<file path="config.mk">
export PLATFORM = sky130hd
export DESIGN_NAME = nios_system_avalon_st_packet_arbiter_2to1
export DESIGN_NICKNAME = d
export VERILOG_FILES = /design/src/rtl/nios_system_avalon_st_packet_arbiter_2to1.sv
export SDC_FILE = /design/constraint.sdc
export NUM_CORES = 1
export LEC_CHECK = 0
export ABC_AREA = 1
export BUFFER_PORTS_ARGS = -buffer_cell sky130_fd_sc_hd__clkbuf_2
export CAP_MARGIN = 20
export CELL_PAD_IN_SITES_DETAIL_PLACEMENT = 1
export CELL_PAD_IN_SITES_GLOBAL_PLACEMENT = 1
export CORE_ASPECT_RATIO = 1.5
export CORE_UTILIZATION = 30
export CTS_BUF_LIST = sky130_fd_sc_hd__clkbuf_8 sky130_fd_sc_hd__clkbuf_16
export DETAILED_ROUTE_END_ITERATION = 10
export PLACE_DENSITY_LB_ADDON = 0.25
export SYNTH_ARGS = -nofsm -noshare
export SYNTH_HDL_FRONTEND = slang
export SYNTH_SLANG_ARGS = --single-unit
export TNS_END_PERCENT = 5
</file>
<file path="constraint.sdc">
create_clock -name clk -period 3.35 [get_ports clk]
set_input_delay 0 -clock clk [delete_from_list [all_inputs] [get_ports clk]]
set_output_delay 0 -clock clk [all_outputs]
set_load 0.02 [all_outputs]
</file>
<file path="src/rtl/nios_system_avalon_st_packet_arbiter_2to1.sv">
// Packet-aware 2-to-1 Avalon-ST arbiter with round-robin grant and a
// registered output stage. A grant is held from the first accepted beat
// through the accepted endofpacket beat, so packets never interleave.
//
// Ports:
//   clk, reset_n              clock, synchronous active-low reset
//   in0_* / in1_*             Avalon-ST sinks (ready out; valid, data,
//                             error, startofpacket, endofpacket, empty in)
//   out_*                     registered Avalon-ST source (ready in)
//   out_channel               granted source index, registered; present
//                             only when ST_ARB_CHANNEL_EN is defined
module nios_system_avalon_st_packet_arbiter_2to1 #(
    parameter int DATA_W  = 32,
    parameter int ERR_W   = 6,
    parameter int EMPTY_W = 2
) (
    input  logic               clk,
    input  logic               reset_n,

    output logic               in0_ready,
    input  logic               in0_valid,
    input  logic [DATA_W-1:0]  in0_data,
    input  logic [ERR_W-1:0]   in0_error,
    input  logic               in0_startofpacket,
    input  logic               in0_endofpacket,
    input  logic [EMPTY_W-1:0] in0_empty,

    output logic               in1_ready,
    input  logic               in1_valid,
    input  logic [DATA_W-1:0]  in1_data,
    input  logic [ERR_W-1:0]   in1_error,
    input  logic               in1_startofpacket,
    input  logic               in1_endofpacket,
    input  logic [EMPTY_W-1:0] in1_empty,

    input  logic               out_ready,
    output logic               out_valid,
    output logic [DATA_W-1:0]  out_data,
    output logic [ERR_W-1:0]   out_error,
    output logic               out_startofpacket,
    output logic               out_endofpacket,
`ifdef ST_ARB_CHANNEL_EN
    output logic               out_channel,
`endif
    output logic [EMPTY_W-1:0] out_empty
);

    typedef enum logic [1:0] {
        S_IDLE   = 2'd0,
        S_GRANT0 = 2'd1,
        S_GRANT1 = 2'd2
    } state_t;

    state_t               r_state;
    state_t               w_state_nxt;
    logic                 r_last;
    logic                 w_last_nxt;

    logic                 r_out_valid;
    logic [DATA_W-1:0]    r_out_data;
    logic [ERR_W-1:0]     r_out_error;
    logic                 r_out_sop;
    logic                 r_out_eop;
    logic [EMPTY_W-1:0]   r_out_empty;
`ifdef ST_ARB_CHANNEL_EN
    logic                 r_out_channel;
`endif

    logic                 w_slot_free;
    logic                 w_sel1;
    logic                 w_acc0;
    logic                 w_acc1;
    logic                 w_acc;
    logic [DATA_W-1:0]    w_data;
    logic [ERR_W-1:0]     w_error;
    logic                 w_sop;
    logic                 w_eop;
    logic [EMPTY_W-1:0]   w_empty;

    // The output register can take a beat when empty or draining this cycle.
    assign w_slot_free = !r_out_valid || out_ready;
    assign w_sel1      = (r_state == S_GRANT1);
    assign w_acc0      = in0_valid && in0_ready;
    assign w_acc1      = in1_valid && in1_ready;
    assign w_acc       = w_acc0 || w_acc1;

    assign w_data  = w_sel1 ? in1_data          : in0_data;
    assign w_error = w_sel1 ? in1_error         : in0_error;
    assign w_sop   = w_sel1 ? in1_startofpacket : in0_startofpacket;
    assign w_eop   = w_sel1 ? in1_endofpacket   : in0_endofpacket;
    assign w_empty = w_sel1 ? in1_empty         : in0_empty;

    always_comb begin
        w_state_nxt = r_state;
        w_last_nxt  = r_last;
        in0_ready   = 1'b0;
        in1_ready   = 1'b0;
        unique case (r_state)
            S_IDLE: begin
                // Both requesting: the source that did not go last wins.
                if (in0_valid && in1_valid) begin
                    w_state_nxt = r_last ? S_GRANT0 : S_GRANT1;
                end else if (in0_valid) begin
                    w_state_nxt = S_GRANT0;
                end else if (in1_valid) begin
                    w_state_nxt = S_GRANT1;
                end
            end
            S_GRANT0: begin
                in0_ready = w_slot_free;
                if (in0_valid && w_slot_free && in0_endofpacket) begin
                    w_state_nxt = S_IDLE;
                    w_last_nxt  = 1'b0;
                end
            end
            S_GRANT1: begin
                in1_ready = w_slot_free;
                if (in1_valid && w_slot_free && in1_endofpacket) begin
                    w_state_nxt = S_IDLE;
                    w_last_nxt  = 1'b1;
                end
            end
            default: begin
                w_state_nxt = S_IDLE;
            end
        endcase
    end

    always_ff @(posedge clk) begin
        if (!reset_n) begin
            r_state     <= S_IDLE;
            r_last      <= 1'b1;
            r_out_valid <= 1'b0;
            r_out_data  <= '0;
            r_out_error <= '0;
            r_out_sop   <= 1'b0;
            r_out_eop   <= 1'b0;
            r_out_empty <= '0;
`ifdef ST_ARB_CHANNEL_EN
            r_out_channel <= 1'b0;
`endif
        end else begin
            r_state <= w_state_nxt;
            r_last  <= w_last_nxt;
            if (w_acc) begin
                r_out_valid <= 1'b1;
                r_out_data  <= w_data;
                r_out_error <= w_error;
                r_out_sop   <= w_sop;
                r_out_eop   <= w_eop;
                r_out_empty <= w_empty;
`ifdef ST_ARB_CHANNEL_EN
                r_out_channel <= w_sel1;
`endif
            end else if (out_ready) begin
                r_out_valid <= 1'b0;
            end
        end
    end

    assign out_valid         = r_out_valid;
    assign out_data          = r_out_data;
    assign out_error         = r_out_error;
    assign out_startofpacket = r_out_sop;
    assign out_endofpacket   = r_out_eop;
    assign out_empty         = r_out_empty;
`ifdef ST_ARB_CHANNEL_EN
    assign out_channel       = r_out_channel;
`endif

endmodule

</file>
==> metrics <==
status complete, no violations; Setup TNS Final 0 ps; Critical Path RT 3350 ps; H-tree depth 2; Placer Congestion 0.794; Initial DRC Count 71; post-route ant nets 0; top cells by count, synth nand2_1 (137), nor2_1 (73), dfxtp_1 (46); launch point of the worst reg-to-reg path r_state[0]; combined area of the multi-input logic cells 0.00118 mm2; max cap viols 0; Initial Util 0.314; fraction of layout instances using a drive strength above 1 0.343; EDFF count, synth 0; period utilisation layout 0.634; post-synthesis async set-or-reset flop share 0; Final nets 569; DRT Wirelength 7.13 mm; R2R Path End out_data[14]; Clock power frac 0.205; register area 921 um2; final clock skew 4.65 ps; Setup-failing EPs final 0; fin cells 581; via count of the first global-routing pass 2634; Mean Syn Cell Area 6.40 um2; Layout fillers 1049; R2R Setup Slk 1410 ps; Seq cells post-synth 46; worst-margin pin slew 859 ps; Root Buffer clkbuf_8; Die Height 109 um; fmax 471 MHz; Worst-path clk slew 90 ps; total core area 0.00732 mm2; crit path DAT 2120 ps; sequential area share after synthesis 0.400; Max transition margin 0.428; P_int 1.03 mW; Flop pwr share 0.399; Port Buffer Count 133; Overflow after GRT 0; RSZ-0062 raised after global routing false; Psw 0.721 mW; GR Util All Layers 0.188; CTS sink cnt 46; clock tree buffer depth 2; Boundary Pins 134; Slew Limit Fails 0; largest net degree at the start of global routing 47; r2r worst-path depth 7; Tmin final 2120 ps; Post-Syn Area 0.00230 mm2; DR pass1 iterations 4; largest cells by area after synthesis dfxtp_1 (40%), nand2_1 (22%), nor2_1 (12%); Comb power frac 0.396; Synth top area share 0.400; sw frac 0.411; Hold Path End out_data[26]; CP max FO 44; Area growth, synth to finish 32.3%; P_leak 1.76 nW; Gate Count Post-Synth 360; Yosys cell types 18; CTS tree done; insertion delay to the later sink of the worst-skew pair 300 ps; Hold Startpoint in0_data[26]; kind of critical path register to primary output; cell with the most instances after synthesis nand2_1; Antenna diodes 0; Syn. warnings 0; CTS Buf Count 5; first-pass GRT wire length 11.7 mm; cell accounting for the most synthesized area dfxtp_1; postcts setup bufs 0; Primary FF master, synth dfxtp_1; hold path depth 5; DRC 0; Vias 2643; die area 0.00804 mm2; row cnt 38; HPWL Detailed 5.00 mm; via/cell ratio 4.55; Max VDD drop 0.000211 V; hold crit path type primary input to register; power density cells 575 mW/mm2; initial antenna violation count 0; endpoints failing hold 0; Critical Path Start Type register; WL per Instance 12.3 um; width of the die 73.5 um; Syn Nets 449; cts repair resizes 0; dpl cells 573; CTS Hold Buffers Added 0; CP endpoint kind primary output
==> power by group through the flow <==
stage | logic, mW | registers (mW) | clock network, mW
floorplan | 0.391 | 0.822 | 0
detailed placement | 0.710 | 0.711 | 0
finish | 0.694 | 0.699 | 0.359
global placement | 0.696 | 0.708 | 0
CTS | 0.712 | 0.700 | 0.375
global route | 0.786 | 0.711 | 0.400
==> worst max-delay path by stage <==
| stage | startpoint | endpoint | slack [ps] | depth (start not counted) |
|---|---|---|---|---|
| 2_1_floorplan | r_state[0] | out_data[14] | 2070 | 8 |
| 3_3_place_gp | r_state[0] | out_data[31] | 1420 | 7 |
| 3_5_place_dp | r_state[1] | out_data[13] | 1380 | 8 |
| 4_1_cts | r_state[1] | in1_ready | 1160 | 6 |
| 5_1_grt | r_state[1] | in1_ready | 1050 | 6 |
| 6_report | r_state[1] | in1_ready | 1230 | 6 |
==> metrics by stage <==
stage | cell area [um2] | total power, mW | util | setup WS (ps) | hold WS, ps
3_3_place_gp | 2950 | 1.40 | 0.403 | 1420 | 321
2_1_floorplan | 2300 | 1.21 | - | 2070 | 223
5_1_grt | 3050 | 1.90 | 0.416 | 1050 | 20.5
3_5_place_dp | 2950 | 1.42 | 0.403 | 1380 | 331
4_1_cts | 3050 | 1.79 | 0.416 | 1160 | 9.82
6_report | 3050 | 1.75 | 0.416 | 1230 | 16.2
==> layer usage <==
layer | global-route usage | up-vias | share of wire
met5 | 0 | - | 0
met4 | 0.0536 | 0 | 0.010
met3 | 0.0458 | 4 | 0.071
met2 | 0.365 | 84 | 0.52
met1 | 0.193 | 1213 | 0.40
li1 | - | 1342 | -
==> kinds of logic (layout without fill, tap and decap cells) <==
family	Yosys count	in the layout	share of synthesized area
AOI/OAI and AO/OA	46	46	0.102
buffers and inverters	33	154	0.0859
DFF	46	46	0.400
and+or+nand+nor	235	235	0.412
==> placed cells by master, fill, tap and decap left out, drive strengths merged <==
master / n
clkinv: 1
nand2: 138
o21ai: 44
inv: 12
nor2: 92
clkbuf: 139
buf: 1
o211ai: 1
dfxtp: 46
nand3: 4
nor3: 1
a21boi: 1
clkinvlp: 1
==> worst max-delay path: stages, from the launching register on <==
cell and delay [ps]:
dfxtp_1 410, inv_2 70, nor2_4 80, buf_4 420, inv_2 430, nor2_1 210, clkbuf_2 190
==> sequential cells by signal (all words and copies together) (netlist names) <==
| name | flops |
|---|---|
| out_error | 6 |
| out_startofpacket | 1 |
| r_last | 1 |
| out_endofpacket | 1 |
| out_data | 32 |
| r_state | 2 |
| out_valid | 1 |
| out_empty | 2 |
==> layout make-up <==
cell class                      count  share of cell area
Multi-Input combinational cell    281               0.389
Sequential cell                    46               0.302
Timing Repair Buffer              134               0.221
Tap cell                          100              0.0411
Clock buffer                        6              0.0271
Inverter                           12              0.0156
Clock inverter                      2             0.00411
(Power assumes the default switching activity.)
